[config.mk]
export PLATFORM = sky130hd
export DESIGN_NAME = bm_req_arbiter
export DESIGN_NICKNAME = d
export VERILOG_FILES = /design/src/rtl/bm_req_arbiter_pkg.sv /design/src/rtl/bm_rr_arbiter.sv /design/src/rtl/bm_req_arbiter.sv
export SDC_FILE = /design/constraint.sdc
export NUM_CORES = 1
export LEC_CHECK = 0
export ABC_CLOCK_PERIOD_IN_PS = 5500
export BUFFER_PORTS_ARGS = -buffer_cell sky130_fd_sc_hd__buf_4
export CAP_MARGIN = 30
export CELL_PAD_IN_SITES_DETAIL_PLACEMENT = 0
export CELL_PAD_IN_SITES_GLOBAL_PLACEMENT = 1
export CORE_AREA = 2 2 261 263
export DETAILED_ROUTE_END_ITERATION = 8
export DIE_AREA = 0 0 263 265
export PLACE_DENSITY_LB_ADDON = 0.1
export SYNTH_ARGS = -nofsm -noshare
export SYNTH_HDL_FRONTEND = slang
export SYNTH_SLANG_ARGS = --single-unit
[constraint.sdc]
create_clock -name CLK -period 5.5 [get_ports CLK]
set_input_delay 0.275 -clock CLK [delete_from_list [all_inputs] [get_ports CLK]]
set_output_delay 0.275 -clock CLK [all_outputs]
set_load 0.01 [all_outputs]
[src/rtl/bm_req_arbiter_pkg.sv]
// Shared types and constants for the bus-master request arbiter.
// Holds the FSM state enum, the BM field widths and a constant clog2 helper.
package bm_req_arbiter_pkg;

  typedef enum logic {
    IDLE = 1'b0,
    REQ  = 1'b1
  } state_e;

  localparam int GADDR_W   = 64;
  localparam int LADDR_W   = 32;
  localparam int LEN_W     = 12;
  localparam int TTYPE_W   = 2;
  localparam int DEF_TAG_W = 16;

  function automatic int clog2(input int value);
    int result;
    result = 0;
    while ((1 << result) < value) begin
      result = result + 1;
    end
    return result;
  endfunction

endpackage

[src/rtl/bm_rr_arbiter.sv]
// Combinational round-robin picker: first eligible index strictly after the pointer, wrapping.
// The pointer register lives in the parent; this block only rotates priority.
module bm_rr_arbiter
  import bm_req_arbiter_pkg::*;
#(
  parameter int N  = 4,
  parameter int IW = 2
) (
  input  logic [N-1:0]  eligible_i,
  input  logic [IW-1:0] ptr_i,
  output logic [N-1:0]  grant_o,
  output logic [IW-1:0] idx_o,
  output logic          valid_o
);

  // Indices above the pointer win first; the second pass handles the wrap-around.
  always_comb begin
    grant_o = '0;
    idx_o   = '0;
    valid_o = 1'b0;
    for (int i = 0; i < N; i++) begin
      if (!valid_o && eligible_i[i] && (i > int'(ptr_i))) begin
        valid_o    = 1'b1;
        grant_o[i] = 1'b1;
        idx_o      = IW'(i);
      end
    end
    for (int i = 0; i < N; i++) begin
      if (!valid_o && eligible_i[i] && (i <= int'(ptr_i))) begin
        valid_o    = 1'b1;
        grant_o[i] = 1'b1;
        idx_o      = IW'(i);
      end
    end
  end

endmodule

[src/rtl/bm_req_arbiter.sv]
// Shares the bridge's single BM request port among N_REQ requesters with round-robin grants,
// tag-based completion routing and a per-requester cap on outstanding operations.
module bm_req_arbiter
  import bm_req_arbiter_pkg::*;
#(
  parameter int N_REQ   = 4,
  parameter int IDX_W   = clog2(N_REQ),
  parameter int TAG_W   = DEF_TAG_W,
  parameter int MAX_OUT = 8
) (
  input  logic                       CLK,
  input  logic                       RESET,
  input  logic [N_REQ*GADDR_W-1:0]   RQ_GLOBAL_ADDR,
  input  logic [N_REQ*LADDR_W-1:0]   RQ_LOCAL_ADDR,
  input  logic [N_REQ*LEN_W-1:0]     RQ_LENGTH,
  input  logic [N_REQ*TAG_W-1:0]     RQ_TAG,
  input  logic [N_REQ*TTYPE_W-1:0]   RQ_TRANS_TYPE,
  input  logic [N_REQ-1:0]           RQ_REQ,
  output logic [N_REQ-1:0]           RQ_ACK,
  output logic [N_REQ-1:0]           RQ_OP_DONE,
  output logic [TAG_W-1:0]           RQ_OP_TAG,
  output logic [GADDR_W-1:0]         BM_GLOBAL_ADDR,
  output logic [LADDR_W-1:0]         BM_LOCAL_ADDR,
  output logic [LEN_W-1:0]           BM_LENGTH,
  output logic [TAG_W-1:0]           BM_TAG,
  output logic [TTYPE_W-1:0]         BM_TRANS_TYPE,
  output logic                       BM_REQ,
  input  logic                       BM_ACK,
  input  logic [TAG_W-1:0]           BM_OP_TAG,
  input  logic                       BM_OP_DONE,
  output logic                       ERR_TAG
);

  localparam int CNT_W = clog2(MAX_OUT + 1);
  localparam int LOW_W = TAG_W - IDX_W;

  state_e               state_q;
  logic                 bmReq_q;
  logic [IDX_W-1:0]     gnt_q;
  logic [N_REQ-1:0]     gntOh_q;
  logic [IDX_W-1:0]     ptr_q;
  logic [CNT_W-1:0]     cnt_q [N_REQ];
  logic [GADDR_W-1:0]   bmGlobalAddr_q, bmGlobalAddr_d;
  logic [LADDR_W-1:0]   bmLocalAddr_q, bmLocalAddr_d;
  logic [LEN_W-1:0]     bmLength_q, bmLength_d;
  logic [TTYPE_W-1:0]   bmTransType_q, bmTransType_d;
  logic [LOW_W-1:0]     tagLow_d;
  logic [TAG_W-1:0]     bmTag_q;
  logic [N_REQ-1:0]     rqOpDone_q;
  logic [TAG_W-1:0]     rqOpTag_q;
  logic                 errTag_q;

  logic [N_REQ-1:0]     eligible;
  logic [N_REQ-1:0]     arbGrant;
  logic [IDX_W-1:0]     arbIdx;
  logic                 arbValid;
  logic                 ackFire;
  logic [IDX_W-1:0]     doneIdx;
  logic [N_REQ-1:0]     doneHit;
  logic [N_REQ-1:0]     incHit;
  logic                 unusedTagBits;

  assign ackFire = (state_q == REQ) && bmReq_q && BM_ACK;
  assign doneIdx = BM_OP_TAG[TAG_W-1 -: IDX_W];

  // A requester at its cap stays out of arbitration until a completion frees a slot.
  always_comb begin
    eligible = '0;
    incHit   = '0;
    doneHit  = '0;
    for (int i = 0; i < N_REQ; i++) begin
      eligible[i] = RQ_REQ[i] && (cnt_q[i] < CNT_W'(MAX_OUT));
      incHit[i]   = ackFire && gntOh_q[i];
      doneHit[i]  = BM_OP_DONE && (doneIdx == IDX_W'(i)) && (cnt_q[i] != '0);
    end
  end

  bm_rr_arbiter #(
    .N  (N_REQ),
    .IW (IDX_W)
  ) uArb (
    .eligible_i (eligible),
    .ptr_i      (ptr_q),
    .grant_o    (arbGrant),
    .idx_o      (arbIdx),
    .valid_o    (arbValid)
  );

  // One-hot AND-OR select of the winning requester's fields.
  always_comb begin
    bmGlobalAddr_d = '0;
    bmLocalAddr_d  = '0;
    bmLength_d     = '0;
    bmTransType_d  = '0;
    tagLow_d       = '0;
    unusedTagBits  = 1'b0;
    for (int i = 0; i < N_REQ; i++) begin
      unusedTagBits = unusedTagBits ^ (^RQ_TAG[i*TAG_W+LOW_W +: IDX_W]);
      if (arbGrant[i]) begin
        bmGlobalAddr_d = RQ_GLOBAL_ADDR[i*GADDR_W +: GADDR_W];
        bmLocalAddr_d  = RQ_LOCAL_ADDR[i*LADDR_W +: LADDR_W];
        bmLength_d     = RQ_LENGTH[i*LEN_W +: LEN_W];
        bmTransType_d  = RQ_TRANS_TYPE[i*TTYPE_W +: TTYPE_W];
        tagLow_d       = RQ_TAG[i*TAG_W +: LOW_W];
      end
    end
  end

  always_ff @(posedge CLK or posedge RESET) begin
    if (RESET) begin
      state_q        <= IDLE;
      bmReq_q        <= 1'b0;
      gnt_q          <= '0;
      gntOh_q        <= '0;
      ptr_q          <= IDX_W'(N_REQ - 1);
      bmGlobalAddr_q <= '0;
      bmLocalAddr_q  <= '0;
      bmLength_q     <= '0;
      bmTransType_q  <= '0;
      bmTag_q        <= '0;
    end else begin
      case (state_q)
        IDLE: begin
          if (arbValid) begin
            bmGlobalAddr_q <= bmGlobalAddr_d;
            bmLocalAddr_q  <= bmLocalAddr_d;
            bmLength_q     <= bmLength_d;
            bmTransType_q  <= bmTransType_d;
            bmTag_q        <= {arbIdx, tagLow_d};
            bmReq_q        <= 1'b1;
            gnt_q          <= arbIdx;
            gntOh_q        <= arbGrant;
            state_q        <= REQ;
          end
        end
        REQ: begin
          if (ackFire) begin
            bmReq_q <= 1'b0;
            ptr_q   <= gnt_q;
            state_q <= IDLE;
          end
        end
        default: state_q <= IDLE;
      endcase
    end
  end

  // Same-cycle accept and completion on one counter cancel out.
  always_ff @(posedge CLK or posedge RESET) begin
    if (RESET) begin
      for (int i = 0; i < N_REQ; i++) begin
        cnt_q[i] <= '0;
      end
      rqOpDone_q <= '0;
      rqOpTag_q  <= '0;
      errTag_q   <= 1'b0;
    end else begin
      for (int i = 0; i < N_REQ; i++) begin
        case ({incHit[i], doneHit[i]})
          2'b10: if (cnt_q[i] != CNT_W'(MAX_OUT)) cnt_q[i] <= cnt_q[i] + 1'b1;
          2'b01: cnt_q[i] <= cnt_q[i] - 1'b1;
          default: cnt_q[i] <= cnt_q[i];
        endcase
      end
      rqOpDone_q <= doneHit;
      if (|doneHit) begin
        rqOpTag_q <= {{IDX_W{1'b0}}, BM_OP_TAG[LOW_W-1:0]};
      end
      errTag_q <= BM_OP_DONE && !(|doneHit);
    end
  end

  assign RQ_ACK         = ackFire ? gntOh_q : '0;
  assign RQ_OP_DONE     = rqOpDone_q;
  assign RQ_OP_TAG      = rqOpTag_q;
  assign BM_GLOBAL_ADDR = bmGlobalAddr_q;
  assign BM_LOCAL_ADDR  = bmLocalAddr_q;
  assign BM_LENGTH      = bmLength_q;
  assign BM_TAG         = bmTag_q;
  assign BM_TRANS_TYPE  = bmTransType_q;
  assign BM_REQ         = bmReq_q;
  assign ERR_TAG        = errTag_q;

endmodule

# Word-level counts from Yosys, hierarchy flattened
# Index checks and enable logic that the tools add are counted.
# totals
ff_bits,171
out_inout_bits,152
elab_cells,167
# classes
add_sub_neg,8
order_cmp,10
n_eq_ne,21
mux,55
bitwise,1
reduce_logical,55
# ops
cell,count
two-way mux 64 bit,4
two-way mux 32 bit,4
two-way mux 14 bit,4
two-way mux 12 bit,4
case mux 4 bit (2 select lines),4
logical AND 1 bit,31
two-way mux 2 bit,10
two-way mux 4 bit,5
two-way mux 1 bit,18
"adder 4 x 1 -> 4 bit, second input constant",4
"< comparator 4 bit, second input constant",4
"inequality test 4 bit, second input constant",4
nonzero test 4 bit,4
"subtractor 4 x 1 -> 4 bit, second input constant",4
AND reduction 2 bit,7
"== test 2 bit, second input constant",6
"== test 2 x 1 -> 1 bit, second input constant",5
"inequality test 2 bit, second input constant",5
nonzero test 2 bit,4
logical NOT 1 bit,7
"greater-than comparator 2 bit, first input constant",2
"less-or-equal comparator 2 bit, first input constant",2
case mux 1 bit (2 select lines),2
OR reduction 4 bit,1
5 further kinds,5

# Longest topological paths before layout
# depth
depth_word,29
mapped_depth,10
depth_no_buf,10

# Hierarchy
# A second synthesis with hierarchy kept.
# hier_totals
hier_cells,1216
hier_area_um2,10502.6
# modules_own_cells
mod,instances,cells_each,area_per_inst_um2,seq_area_each_um2
bm_req_arbiter,1,1182,10268.6,4231.6
bm_rr_arbiter,1,34,234.0,0.0

# Least setup slack after synthesis
# No wires, ideal clock.
# synth_path
kind,register to register
start,reg cnt_q[4] in the netlist's numbering
end,reg cnt_q[7] in the netlist's numbering
setup_ps,121
arrival_ps,2216
t_required_ps,5379
path_slack_ps,3163
path_stages_with_launch,11
path_buffers,0
synth_period_minus_slack_ps,2337
cell_sequence,dfrtp_1 or3_1 o21a_1 nand2_1 inv_1 ha_1 a21o_1 a21oi_1 or3_1 a31oi_1 nand2b_1
# synth_via
elab_chain_cells,5
# synth_rtl
item,line_no,rtl
start: declaration,bm_req_arbiter.sv:42,logic [CNT_W-1:0] cnt_q [N_REQ];
start signal: indexed assignment,bm_req_arbiter.sv:161,2'b01: cnt_q[i] <= cnt_q[i] - 1'b1;
start signal: indexed assignment,bm_req_arbiter.sv:162,default: cnt_q[i] <= cnt_q[i];
nonzero test 4 bit *,bm_req_arbiter.sv:74,doneHit[i] = BM_OP_DONE && (doneIdx == IDX_W'(i)) && (cnt_q[i] != '0);
logical AND 1 bit *,bm_req_arbiter.sv:74,
net doneHit[2],bm_req_arbiter.sv:59,logic [N_REQ-1:0] doneHit;
== test 2 bit / == test 2 x 1 -> 1 bit (equally long branches),bm_req_arbiter.sv:159,"case ({incHit[i], doneHit[i]})"
inequality test 2 bit (no source line) / nonzero test 2 bit (equally long branches),--,
AND reduction 2 bit (no source line),--,
# The timed path passes the listed nets; every way through them passes the cells marked *. The select of a mux whose other input is x is not followed.
# A chain may end at the register's enable or synchronous reset.

# Worst setup path in the final report
# layout_path
start,reg cnt_q[11] in the netlist's numbering
end,reg bmGlobalAddr_q[43] (netlist: BM_GLOBAL_ADDR[43])
# layout_via
elab_chain_cells,28
# layout_rtl
item,line_no,rtl
< comparator 4 bit *,bm_req_arbiter.sv:72,eligible[i] = RQ_REQ[i] && (cnt_q[i] < CNT_W'(MAX_OUT));
logical AND 1 bit *,bm_req_arbiter.sv:72,
logical AND 1 bit,bm_rr_arbiter.sv:22,if (!valid_o && eligible_i[i] && (i > int'(ptr_i))) begin
two-way mux 1 bit,bm_rr_arbiter.sv:22,
logical NOT 1 bit,bm_rr_arbiter.sv:22,
logical AND 1 bit (2 in series),bm_rr_arbiter.sv:22,
two-way mux 1 bit,bm_rr_arbiter.sv:22,
logical NOT 1 bit,bm_rr_arbiter.sv:22,
[9 not listed],--,
two-way mux 1 bit,bm_rr_arbiter.sv:29,if (!valid_o && eligible_i[i] && (i <= int'(ptr_i))) begin
logical NOT 1 bit,bm_rr_arbiter.sv:29,
logical AND 1 bit (2 in series),bm_rr_arbiter.sv:29,
two-way mux 1 bit,bm_rr_arbiter.sv:29,
logical NOT 1 bit,bm_rr_arbiter.sv:29,
logical AND 1 bit (2 in series),bm_rr_arbiter.sv:29,
two-way mux 1 bit,bm_rr_arbiter.sv:29,
two-way mux 64 bit / AND reduction 2 bit (equally long branches),--,
end signal: assignment,bm_req_arbiter.sv:125,bmGlobalAddr_q <= bmGlobalAddr_d;
end: declaration,bm_req_arbiter.sv:43,"logic [GADDR_W-1:0] bmGlobalAddr_q, bmGlobalAddr_d;"
# Every way passes the cells marked *; elsewhere a longest branch is shown, timed or not.

==> impl_results.md <==
- Worst Setup End Kind: register
- Top_reg_cell synth: dfrtp_1
- Outcome: finished clean
- Site Rows: 95
- DRC violations left: 0
- CP max-delay cell: o32a_2
- Gpl congestion: approximately 0.80
- Synth warn: 0
- Yosys cell types: 51
- CP startpoint: cnt_q[11]$_DFFE_PP0P_
- Synth Instances: 1094
- Total wire length: ~60000 µm
- Vias per cell: approximately 4.5
- Slew margin rel.: roughly two fifths
- Clk Latency, worst-skew pair: 500 ps
- DRT met1 WL: about 24000 µm
- Initial Util: about 16%
- Drt first-iter violations: ~590
- Die Span Y: about 270 µm
- Period minus WS final: approximately 2900 ps
- Power Dens Cells: between 400 and 500 mW/mm²
- CTS H-Tree Depth: 4
- Post_cts resized: 0
- Seq pwr share: approximately 26%
- Worst setup path end: BM_GLOBAL_ADDR[43]$_DFFE_PP0P_
- Fillcell total: between 7000 and 8000
- Clk_skew: 24.87 ps
- Maximum Capacitance Violations: 0
- Dpl ws: ~2600 ps
- Worst Path Arrival: ~3300 ps
- Synth top cells by count: dfrtp_1, nand2_1, a221oi_1, a2bb2oi_1, o211ai_1
- Reg2reg end: BM_GLOBAL_ADDR[43]$_DFFE_PP0P_
- Antenna violations before repair: 7
- Chip width: around 260 µm
- Detailed-route via count: roughly 12000
- DPL Wire Length: approximately 44000 µm
- Grt total ovfl: 0
- Crit Path Max Fanout: between 100 and 150
- Seq/Total Area, Yosys: approximately two fifths
- Final setup fails: 0
- CP cell instances: nand2b_1 -> a21oi_1 -> o32a_2 -> buf_12 -> o211ai_1 -> o21ai_1
- Multi-input logic area: around 0.0055 mm²
- Worst slew pin tran: around 910 ps
- Root buffer cell: clkbuf_16
- Int Pwr: between 4 and 5 mW
- Share of post-route cells with drive strength above 1: 44.44%
- Syn Area/Cell: between 9 and 10 µm²
- CTS Sinks: ~170
- Top-area cell type share of the netlist area: about two fifths
- Seq. cell area: about 0.0042 mm²
- Setup Buffers After CTS: 0
- R2r setup slk: about 2600 ps
- Final Hold Vio Count: 0
- Worst hold path stage count: 3
- Max Slew Vio Count: 0
- Core Util, Final: 25.28%
- Full die area: approximately 0.070 mm²
- Area grow syn2layout: 62.90%
- Number of global-route vias before repair: between 10000 and 15000
- Routed met3 length: roughly 4300 µm
- FF-to-FF path depth: 6
- ANT nets after route: 0
- Synth area leaders: dfrtp_1, a221oi_1, a2bb2oi_1, o211ai_1, nand2_1
- Highest Signal Layer: met5
- Setup TNS: 0 ps
- Unrepaired setup endpoints after global routing: no
- DR WL met2: about 32000 µm
- CP max stage delay: around 570 ps
- Leak pwr: roughly 7.4 nW
- Finished Layout Cells: approximately 2600
- Gate power share: about three fifths
- Peak supply drop: about 0.29 mV
- Nets: ~2200
- Cell area after synthesis: ~0.010 mm²
- Dominant cell type by area after synthesis: dfrtp_1
- Core area: about 0.067 mm²
- I/O Pins: 680
- Switching pwr: 3.852 mW
- Most frequent cell after synthesis: dfrtp_1
- Placed insts: between 2000 and 3000
- Net Sw Frac: between 40% and 50%
- First drt pass iteration count: 4
- Post-synth EDFFs: 0
- Critical Path Start Type: register
- First-pass GRT wire length: ~87000 µm
- Clock network power share: 15.0%
- Hold_ws: 62.83 ps
- CTS tree: built
- CP Class: register to register
- CTS max path bufs: 2
- Fin worst setup slack: about 2600 ps
- Wire length per cell: 23.50 µm
- GR Util All Layers: between 10% and 20%
- Worst-path clk slew: approximately 90 ps
- Synthesized flop and latch total: about 170
- Data required, critical path: 5920 ps
- Largest net degree at the start of global routing: approximately 180
- Synth async-reset ratio: 100.0%
- Period utilization: a little over half
- CTS buffer count: 17
- Worst R2R Start: cnt_q[11]$_DFFE_PP0P_
- Fmax: 345.5 MHz
- Tightest Hold Check Type: input port to register
- Port Buffers: ~670
-- layout by cell type (no fill, tap or decap), types with 11 or more instances in the layout --
cell type	n
inv_1	20
a2bb2oi_1	124
mux2_2	11
dfrtp_1	167
clkbuf_16	17
o21ai_0	43
buf_4	682
a221oi_1	124
dlygate4sd3_1	16
o211ai_1	124
nand2_1	134
o21ai_1	86
a21oi_1	14
-- logic make-up (layout without fill, tap and decap cells) --
family	after synthesis	in the layout	synth area share [%]
AO/OA/AOI/OAI	540	540	39.02
XOR/XNOR	8	8	0.6760
adder cells (fa/ha/maj)	12	12	1.738
buffers and inverters	152	756	6.337
flip-flops	169	169	40.83
multiplexers	28	28	3.271
other	1	7	0.03618
AND/OR/NAND/NOR	184	184	8.100
-- cell type report --
cell class	count	share of cell area [%]
well taps	873	6.469
multi-input cells	774	32.72
inverters	21	0.5113
flip-flops and latches	169	25.06
clock inverters	15	0.7855
repair buffers	703	31.86
clock buffers	17	2.519
diodes	5	0.07410
-- routing by layer --
layer	vias to the layer above	GRT usage [%]
li1	5504	-
met1	5772	19.03
met2	404	30.69
met3	34	5.471
met4	4	4.680
met5	-	0
-- power groups by stage --
stage / Combinational [mW] / Clock [mW] / Sequential, mW
global route: 5.49 / 1.37 / 2.21
detailed placement: 5.13 / 0 / 2.16
finish: 5.00 / 1.26 / 2.14
floorplan: 2.80 / 0 / 2.28
global placement: 5.13 / 0 / 2.15
CTS: 5.15 / 1.33 / 2.14
-- worst min-delay path by stage --
stage	startpoint	to	slack [ps]
2_1_floorplan	BM_OP_DONE	ERR_TAG$_DFF_PP0_	400
3_5_place_dp	RESET	RQ_OP_TAG[2]$_DFFE_PP0P_	390
4_1_cts	RQ_LENGTH[0]	BM_LENGTH[0]$_DFFE_PP0P_	20
5_1_grt	RQ_TAG[4]	BM_TAG[4]$_DFFE_PP0P_	50
6_report	RQ_LENGTH[0]	BM_LENGTH[0]$_DFFE_PP0P_	60
3_3_place_gp	RESET	RQ_OP_TAG[2]$_DFFE_PP0P_	400
-- through the flow --
step | total power, mW | area (µm²)
final | 8.396 | 16880
after global routing | 9.067 | 16880
after CTS | 8.616 | 16870
after detailed placement | 7.288 | 16150
after global placement | 7.275 | 16150
after floorplan | 5.086 | 10370
-- critical path: cells and delay by family (launching register included) --
family	cells	cell delay (ps)
buffers and inverters	1	500
AO/OA/AOI/OAI	4	1420
flip-flops	1	430
AND/OR/NAND/NOR	1	390
-- sequential cells by signal, summed over array words and instances (netlist names), 2 cells and up --
name	count
BM_GLOBAL_ADDR	64
BM_LOCAL_ADDR	32
cnt_q	16
BM_TAG	14
RQ_OP_TAG	14
BM_LENGTH	12
RQ_OP_DONE	4
gntOh_q	4
BM_TRANS_TYPE	2
gnt_q	2
ptr_q	2
-- repair_timing --
item	CTS	global route
endpoints found under the hold margin	85	0
hold buffers	16	0
setup endpoints to repair	0	0
No activity file was read; power rests on OpenSTA's default activity.
